[config.mk]
export PLATFORM = sky130hd
export DESIGN_NAME = soc_system_st_ready_latency_adapter
export DESIGN_NICKNAME = d
export VERILOG_FILES = /design/src/rtl/soc_st_ta_pkg.sv /design/src/rtl/soc_st_ta_fifo.sv /design/src/rtl/soc_system_st_ready_latency_adapter.sv
export SDC_FILE = /design/constraint.sdc
export NUM_CORES = 1
export LEC_CHECK = 0
export ABC_CLOCK_PERIOD_IN_PS = 4840
export CORE_MARGIN = 2
export CORE_UTILIZATION = 59
export CTS_BUF_LIST = sky130_fd_sc_hd__clkbuf_4 sky130_fd_sc_hd__clkbuf_8 sky130_fd_sc_hd__clkbuf_16
export DETAILED_ROUTE_END_ITERATION = 16
export PLACE_DENSITY = 0.86
export SLEW_MARGIN = 15
export SYNTH_ARGS = -nofsm -noshare
export SYNTH_HDL_FRONTEND = slang
export SYNTH_SLANG_ARGS = --single-unit
[constraint.sdc]
create_clock -name clk -period 4.84 [get_ports clk]
set_input_delay 0.968 -clock clk [delete_from_list [all_inputs] [get_ports clk]]
set_output_delay 0.968 -clock clk [all_outputs]
set_load 0.02 [all_outputs]
[src/rtl/soc_st_ta_pkg.sv]
// Shared widths, beat layout and sizing helpers for the ready-latency adapter.
// Latency: n/a (types and constants only).
// Backpressure: n/a.
package soc_st_ta_pkg;

    localparam int DROP_CNT_W = 16;
    localparam int DEF_DATA_W = 8;
    localparam int DEF_CH_W   = 1;

    typedef struct packed {
        logic [DEF_CH_W-1:0]   channel;
        logic [DEF_DATA_W-1:0] data;
    } beat_t;

    function automatic int ptr_w(input int depth);
        return (depth > 1) ? $clog2(depth) : 1;
    endfunction

    function automatic int cnt_w(input int depth);
        return $clog2(depth) + 1;
    endfunction

endpackage

[src/rtl/soc_st_ta_fifo.sv]
// DEPTH-entry circular beat buffer with occupancy count; storage cleared on reset.
// Latency: a push is visible on rdata the cycle after the write edge.
// Backpressure: push is ignored when full, pop is ignored when empty.
module soc_st_ta_fifo
    import soc_st_ta_pkg::*;
#(
    parameter int WIDTH = 9,
    parameter int DEPTH = 4,
    localparam int PTR_W = ptr_w(DEPTH),
    localparam int CNT_W = cnt_w(DEPTH)
) (
    input  logic             clk,
    input  logic             reset_n,
    input  logic             push,
    input  logic             pop,
    input  logic [WIDTH-1:0] wdata,
    output logic [WIDTH-1:0] rdata,
    output logic [CNT_W-1:0] used
);

    logic [WIDTH-1:0] mem_q [DEPTH];
    logic [WIDTH-1:0] mem_d [DEPTH];
    logic [PTR_W-1:0] wr_ptr_q, wr_ptr_d;
    logic [PTR_W-1:0] rd_ptr_q, rd_ptr_d;
    logic [CNT_W-1:0] used_q, used_d;
    logic             push_ok, pop_ok;

    function automatic logic [PTR_W-1:0] ptr_inc(input logic [PTR_W-1:0] p);
        return (p == PTR_W'(DEPTH - 1)) ? '0 : p + PTR_W'(1);
    endfunction

    always_comb begin
        push_ok  = push && (used_q != CNT_W'(DEPTH));
        pop_ok   = pop && (used_q != '0);
        mem_d    = mem_q;
        wr_ptr_d = wr_ptr_q;
        rd_ptr_d = rd_ptr_q;
        used_d   = used_q;
        if (push_ok) begin
            mem_d[wr_ptr_q] = wdata;
            wr_ptr_d        = ptr_inc(wr_ptr_q);
        end
        if (pop_ok) begin
            rd_ptr_d = ptr_inc(rd_ptr_q);
        end
        if (push_ok && !pop_ok) begin
            used_d = used_q + CNT_W'(1);
        end else if (!push_ok && pop_ok) begin
            used_d = used_q - CNT_W'(1);
        end
    end

    always_ff @(posedge clk) begin
        if (!reset_n) begin
            for (int i = 0; i < DEPTH; i++) begin
                mem_q[i] <= '0;
            end
            wr_ptr_q <= '0;
            rd_ptr_q <= '0;
            used_q   <= '0;
        end else begin
            mem_q    <= mem_d;
            wr_ptr_q <= wr_ptr_d;
            rd_ptr_q <= rd_ptr_d;
            used_q   <= used_d;
        end
    end

    assign rdata = mem_q[rd_ptr_q];
    assign used  = used_q;

endmodule

[src/rtl/soc_system_st_ready_latency_adapter.sv]
// Avalon-ST adapter: upstream ready latency 0..3 to a ready-latency-0 sink; SOC_ST_TA_DROP_COUNT_EN adds drop_count.
// Latency: one cycle minimum from accepted beat to out_valid, no bypass.
// Backpressure: registered in_ready reserves room for every granted beat; unpermitted beats are dropped and flagged.
module soc_system_st_ready_latency_adapter
    import soc_st_ta_pkg::*;
#(
    parameter int DATA_WIDTH       = 8,
    parameter int CHANNEL_WIDTH    = 1,
    parameter int DEPTH            = 4,
    parameter int IN_READY_LATENCY = 0
) (
    input  logic                     clk,
    input  logic                     reset_n,
    input  logic                     in_valid,
    input  logic [DATA_WIDTH-1:0]    in_data,
    input  logic [CHANNEL_WIDTH-1:0] in_channel,
    output logic                     in_ready,
    output logic                     out_valid,
    output logic [DATA_WIDTH-1:0]    out_data,
    output logic [CHANNEL_WIDTH-1:0] out_channel,
    input  logic                     out_ready,
    output logic                     overflow
`ifdef SOC_ST_TA_DROP_COUNT_EN
    ,
    output logic [DROP_CNT_W-1:0]    drop_count
`endif
);

    localparam int CNT_W  = cnt_w(DEPTH);
    localparam int BEAT_W = DATA_WIDTH + CHANNEL_WIDTH;

    logic              in_ready_q, in_ready_d;
    logic              overflow_q, overflow_d;
    logic              permitted, push, pop;
    logic [CNT_W-1:0]  used, used_next, inflight_next;
    logic [BEAT_W-1:0] rdata;

    // Grants older than the latency window have either delivered or expired.
    if (IN_READY_LATENCY == 0) begin : g_rl0
        assign permitted     = in_ready_q;
        assign inflight_next = '0;
    end else begin : g_rln
        logic [IN_READY_LATENCY-1:0] rdy_hist_q, rdy_hist_d;

        always_comb begin
            rdy_hist_d = IN_READY_LATENCY'({rdy_hist_q, in_ready_q});
        end

        always_ff @(posedge clk) begin
            if (!reset_n) begin
                rdy_hist_q <= '0;
            end else begin
                rdy_hist_q <= rdy_hist_d;
            end
        end

        assign permitted     = rdy_hist_q[IN_READY_LATENCY-1];
        assign inflight_next = CNT_W'($countones(rdy_hist_d));
    end

    soc_st_ta_fifo #(
        .WIDTH (BEAT_W),
        .DEPTH (DEPTH)
    ) u_fifo (
        .clk     (clk),
        .reset_n (reset_n),
        .push    (push),
        .pop     (pop),
        .wdata   ({in_channel, in_data}),
        .rdata   (rdata),
        .used    (used)
    );

    assign out_valid = (used != '0);

    always_comb begin
        push      = in_valid && permitted;
        pop       = out_valid && out_ready;
        used_next = used;
        if (push && !pop) begin
            used_next = used + CNT_W'(1);
        end else if (!push && pop) begin
            used_next = used - CNT_W'(1);
        end
        in_ready_d = ({1'b0, used_next} + {1'b0, inflight_next}) < (CNT_W + 1)'(DEPTH);
        overflow_d = overflow_q || (in_valid && !permitted);
    end

    always_ff @(posedge clk) begin
        if (!reset_n) begin
            in_ready_q <= 1'b0;
            overflow_q <= 1'b0;
        end else begin
            in_ready_q <= in_ready_d;
            overflow_q <= overflow_d;
        end
    end

`ifdef SOC_ST_TA_DROP_COUNT_EN
    logic [DROP_CNT_W-1:0] drop_cnt_q, drop_cnt_d;

    always_comb begin
        drop_cnt_d = drop_cnt_q;
        if (in_valid && !permitted && (drop_cnt_q != '1)) begin
            drop_cnt_d = drop_cnt_q + DROP_CNT_W'(1);
        end
    end

    always_ff @(posedge clk) begin
        if (!reset_n) begin
            drop_cnt_q <= '0;
        end else begin
            drop_cnt_q <= drop_cnt_d;
        end
    end

    assign drop_count = drop_cnt_q;
`endif

    assign in_ready    = in_ready_q;
    assign overflow    = overflow_q;
    assign out_data    = rdata[DATA_WIDTH-1:0];
    assign out_channel = rdata[BEAT_W-1:DATA_WIDTH];

endmodule

# Yosys cells after proc, flatten, opt, wreduce, memory -nomap -nowiden
# Index checks and enable logic that the tools add are counted.
# classes
addsub,4
order_cmp,4
eq_ne,3
n_mux,12
bitwise_logic,2
reduce_logical,18
# op_table
cell,count
bitwise mux 36 bit,1
2-to-1 mux 9 bit,3
binary-select mux 9 bit (select 2 bit),1
demux 9 bit (select 2 bit),1
2-to-1 mux 3 bit,4
logical AND 1 bit,10
">= comparator 3 bit, second input constant",2
NOT 2 -> 3 bit,2
logical NOT 1 bit,5
"adder 2 x 1 -> 2 bit, second input constant",2
"== test 2 bit, second input constant",2
2-to-1 mux 2 bit,2
"adder 3 x 1 -> 3 bit, second input constant",1
"less-than comparator 3 x 1 -> 1 bit, second input constant",1
"less-than comparator 3 bit, second input constant",1
"inequality test 3 bit, second input constant",1
nonzero test 3 bit,1
"subtractor 3 x 1 -> 3 bit, second input constant",1
nonzero test 2 bit,1
logical OR 1 bit,1
# totals
ff_bits,45
input_bits,13
output_inout_bits,12
word_cells,52

# Longest topological paths before layout
# logic_depth
word_depth,6
mapped_depth,9
ltp_nobuf,9

# By module
# Synthesis repeated with hierarchy kept, for this count alone.
# hier_totals
hier_cells,199
hier_area_um2,2138.3
# modules_own_cells
mod,instances,cells_each,area_each_um2,seq_area_each_um2
soc_st_ta_fifo,1,185,2003.2,860.8
soc_system_st_ready_latency_adapter,1,14,135.1,40.0

# Worst setup path before layout
# Ideal clock, no wire load.
# synth_path
path_type,flip-flop to output port
start,register u_fifo.rd_ptr_q[0]
end,output port out_data[4]
arrival_ns,1.180
required_ns,3.872
path_slack_ns,2.692
stages_incl_launch_ff,3
path_buffers,1
cell_sequence,dfxtp_1 buf_2 mux4_2
# synth_via
elab_chain_cells,4
# synth_lines
item,line,rtl
start: declaration,soc_st_ta_fifo.sv:24,"logic [PTR_W-1:0] rd_ptr_q, rd_ptr_d;"
start signal: assignment,soc_st_ta_fifo.sv:64,rd_ptr_q <= rd_ptr_d;
NOT 2 -> 3 bit (not written as such),soc_st_ta_fifo.sv:69,assign rdata = mem_q[rd_ptr_q];
binary-select mux 9 bit (select 2 bit),soc_st_ta_fifo.sv:69,
2-to-1 mux 9 bit (not written as such) (2 in a row),soc_st_ta_fifo.sv:69,
end: declaration,soc_system_st_ready_latency_adapter.sv:19,"output logic [DATA_WIDTH-1:0] out_data,"
# No other way between the ends. The select of a mux whose other input is x is not followed.

# Final worst setup path
# layout_path
start,register u_fifo.rd_ptr_q[0]
end,output port out_channel
# layout_via
elab_chain_cells,4
# layout_lines
item,line,rtl
NOT 2 -> 3 bit (not written as such),soc_st_ta_fifo.sv:69,
binary-select mux 9 bit (select 2 bit),soc_st_ta_fifo.sv:69,
2-to-1 mux 9 bit (not written as such) (2 in a row),soc_st_ta_fifo.sv:69,
end: declaration,soc_system_st_ready_latency_adapter.sv:20,"output logic [CHANNEL_WIDTH-1:0] out_channel,"
# No other way between the ends. The select of a mux whose other input is x is not followed.

==> impl_metrics.ini <==
[clocking]
hold_buffers = 0
clock_sinks = 45
cts_resized = 0
cts.clk_slew.worst_paths_ns = 0.13
cts_buffers = 5
clk-insertion-delay-late_ns = 0.36
cts_setup_buffers = 0
clockBufferDepth = 2
cts_root_buf = clkbuf_4
cts_tree = done
h-tree-depth = 2

[drt]
drtIter0Drc = 39
drc_errors = 0
vias_per_cell = 5.45
antenna_left = 0
wire_per_inst_um = 15.5
drt-total-wl_um = 3950
vias = 1390
firstDrtPassIters = 4

[finish]
finalCoreUtilization_pct = 71.1
stdcell_count = 255
area_growth_pct = 12.5
diodes = 0
fillers = 249
drive_above_1_share_pct = 10.0
layout.nets = 230

[logic_synthesis]
synth_cells = 190
syn_nets = 212
synth_area_mm2 = 0.00216
ys_warn_count = 0
netlist-cell-type-count = 27
syn_area_per_cell_um2 = 11.4
ys_top_cells_by_area = dfxtp_1, mux2i_1, nor2b_1
synth_largest_area_cell = dfxtp_1
synth_seq_cells = 45
yosysSeqAreaShare_pct = 41.7
netlist.area_leader.share_pct = 41.7

[critical_path]
crit_fanout = 12
worstPathArrival_ns = 2.25
critical_path_class = reg -> out
crit_required_ns = 3.87
cp-start-kind = flip-flop
r2r_slack_ns = 2.72
worstSetupEndpointType = output port

[placement]
gp_congestion = 0.798
io_buffers = 24
dp_hpwl_um = 2780
dp_cells = 247
dp_slack_ns = 1.96

[status]
outcome = finished, final reports clean

[global_route]
grt_pass1_wl_um = 6830
track_usage_pct = 21.8
antenna_found_initial = 0
grt_max_degree = 47
grt_pass1_vias = 1451
grt-ovfl-total = 0

[floorplan]
die_y_um = 64.5
num_io_pins = 25
dieArea_mm2 = 0.00416
core-area_mm2 = 0.00342
rows = 21
die_w_um = 64.5
start_util_pct = 63.2

[power_and_ir_drop]
leakage_nw = 1.10
vdd_drop_max_uv = 284
p_per_area_mw_per_mm2 = 417

[worst_hold_path]
hold_class = reg -> reg

[timing]
hold_slack_ns = 0.506
finalHoldViolations = 0
fin_worst_skew_ns = 0.00626
maxSlewViolCount = 0
fmax_mhz = 310
tns_ns = 0
min_period_ns = 3.22
rsz0062_at_grt = false
tightest_slew_ns = 0.786
finalCritPeriodShare_pct = 66.6
relSlewSlack_pct = 47.4
postLayoutSetupSlackWorst_ns = 1.62
setup_viol = 0

[run]
max_cap_viol_count = 0
==> critical path, cell delays in order, from the launching register on <==
cell             delay (ns)
dfxtp_1                0.75
mux4_2                 0.60
clkdlybuf4s50_1        0.55
==> per-layer routing <==
metal / GRT usage (%) / wire, um / up-vias
met3: 5.73 / 117 / 6
met4: 6.38 / 49 / 0
met1: 25.9 / 1740 / 672
met2: 38.9 / 2040 / 24
met5: 0 / 0 / -
li1: - / - / 688
==> sequential cells by signal (all words and copies together) (netlist names) <==
register / count
u_fifo.used: 3
u_fifo.rd_ptr_q: 2
u_fifo.mem_q: 36
overflow: 1
u_fifo.wr_ptr_q: 2
in_ready: 1
==> path summary, 6_finish.rpt <==
path,startpoint,end,depth (start not counted)
max reg2reg,u_fifo.used[0],u_fifo.mem_q[31],6
min,overflow,overflow,1
min reg2reg,overflow,overflow,1
max,u_fifo.rd_ptr_q[0],out_channel,2
==> per-stage QoR <==
stage | total power [mW] | cell area, um2
4_1_cts | 1.02 | 2430
5_1_grt | 1.08 | 2430
6_report | 1.01 | 2430
2_1_floorplan | 0.732 | 2160
3_5_place_dp | 0.837 | 2370
3_3_place_gp | 0.818 | 2370
==> cells in the mapped netlist <==
master	count
mux4_2	9
o21a_1	1
clkbuf_2	2
ha_1	9
and2_1	2
buf_6	4
nand3_1	1
nand4_1	4
a41oi_1	1
nor2b_1	38
and4_1	1
o21ai_0	2
or3_1	3
nand2_4	1
xnor2_1	1
xor2_1	1
clkbuf_1	5
inv_1	5
a21boi_1	2
nand2b_4	1
nand2b_1	1
dfxtp_1	45
a21boi_0	2
nand2_1	7
buf_2	2
mux2i_1	39
nand3_2	1
==> cell type report <==
| type | instances | area [um2] | share of cell area (%) |
|---|---|---|---|
| clock buffers | 7 | 52.6 | 2.16 |
| clock inverters | 1 | 7.51 | 0.309 |
| inverters | 5 | 18.8 | 0.773 |
| multi-input cells | 127 | 1150 | 47.6 |
| flip-flops and latches | 45 | 901 | 37.1 |
| well taps | 46 | 57.6 | 2.37 |
| repair buffers | 24 | 235 | 9.69 |
==> where the power goes <==
group	switching, mW	internal, mW
Clock	0.119	0.0687
Combinational	0.174	0.188
Sequential	0.0523	0.410
==> cell families after synthesis <==
group	count (synthesis)	share of synthesized area (%)
AO/OA/AOI/OAI	8	2.61
AND/OR/NAND/NOR	60	17.4
XOR/XNOR	2	0.812
adder cells (fa/ha/maj)	9	5.22
buffers and inverters	18	4.75
multiplexers	48	27.5
flip-flops	45	41.7
==> placed cells by master, fill, tap and decap left out <==
cell             Yosys  routed
a21boi_1             2       2
ha_1                 9       9
xor2_1               1       1
nand3_1              1       1
nand2_4              1       1
and2_1               2       2
nand2_1              7       7
inv_1                5       5
mux2i_1             39      39
clkbuf_4             0       7
and4_1               1       1
dfxtp_1             45      45
nand2b_4             1       1
mux4_2               9       9
a21boi_0             2       2
buf_2                2       1
clkinvlp_4           0       1
or3_1                3       3
nor2b_1             38      38
a41oi_1              1       1
nand2b_1             1       1
o21ai_0              2       2
xnor2_1              1       1
clkdlybuf4s50_1      0      23
nand4_1              4       4
nand3_2              1       1
o21a_1               1       1
No activity file was read; power rests on OpenSTA's default activity.
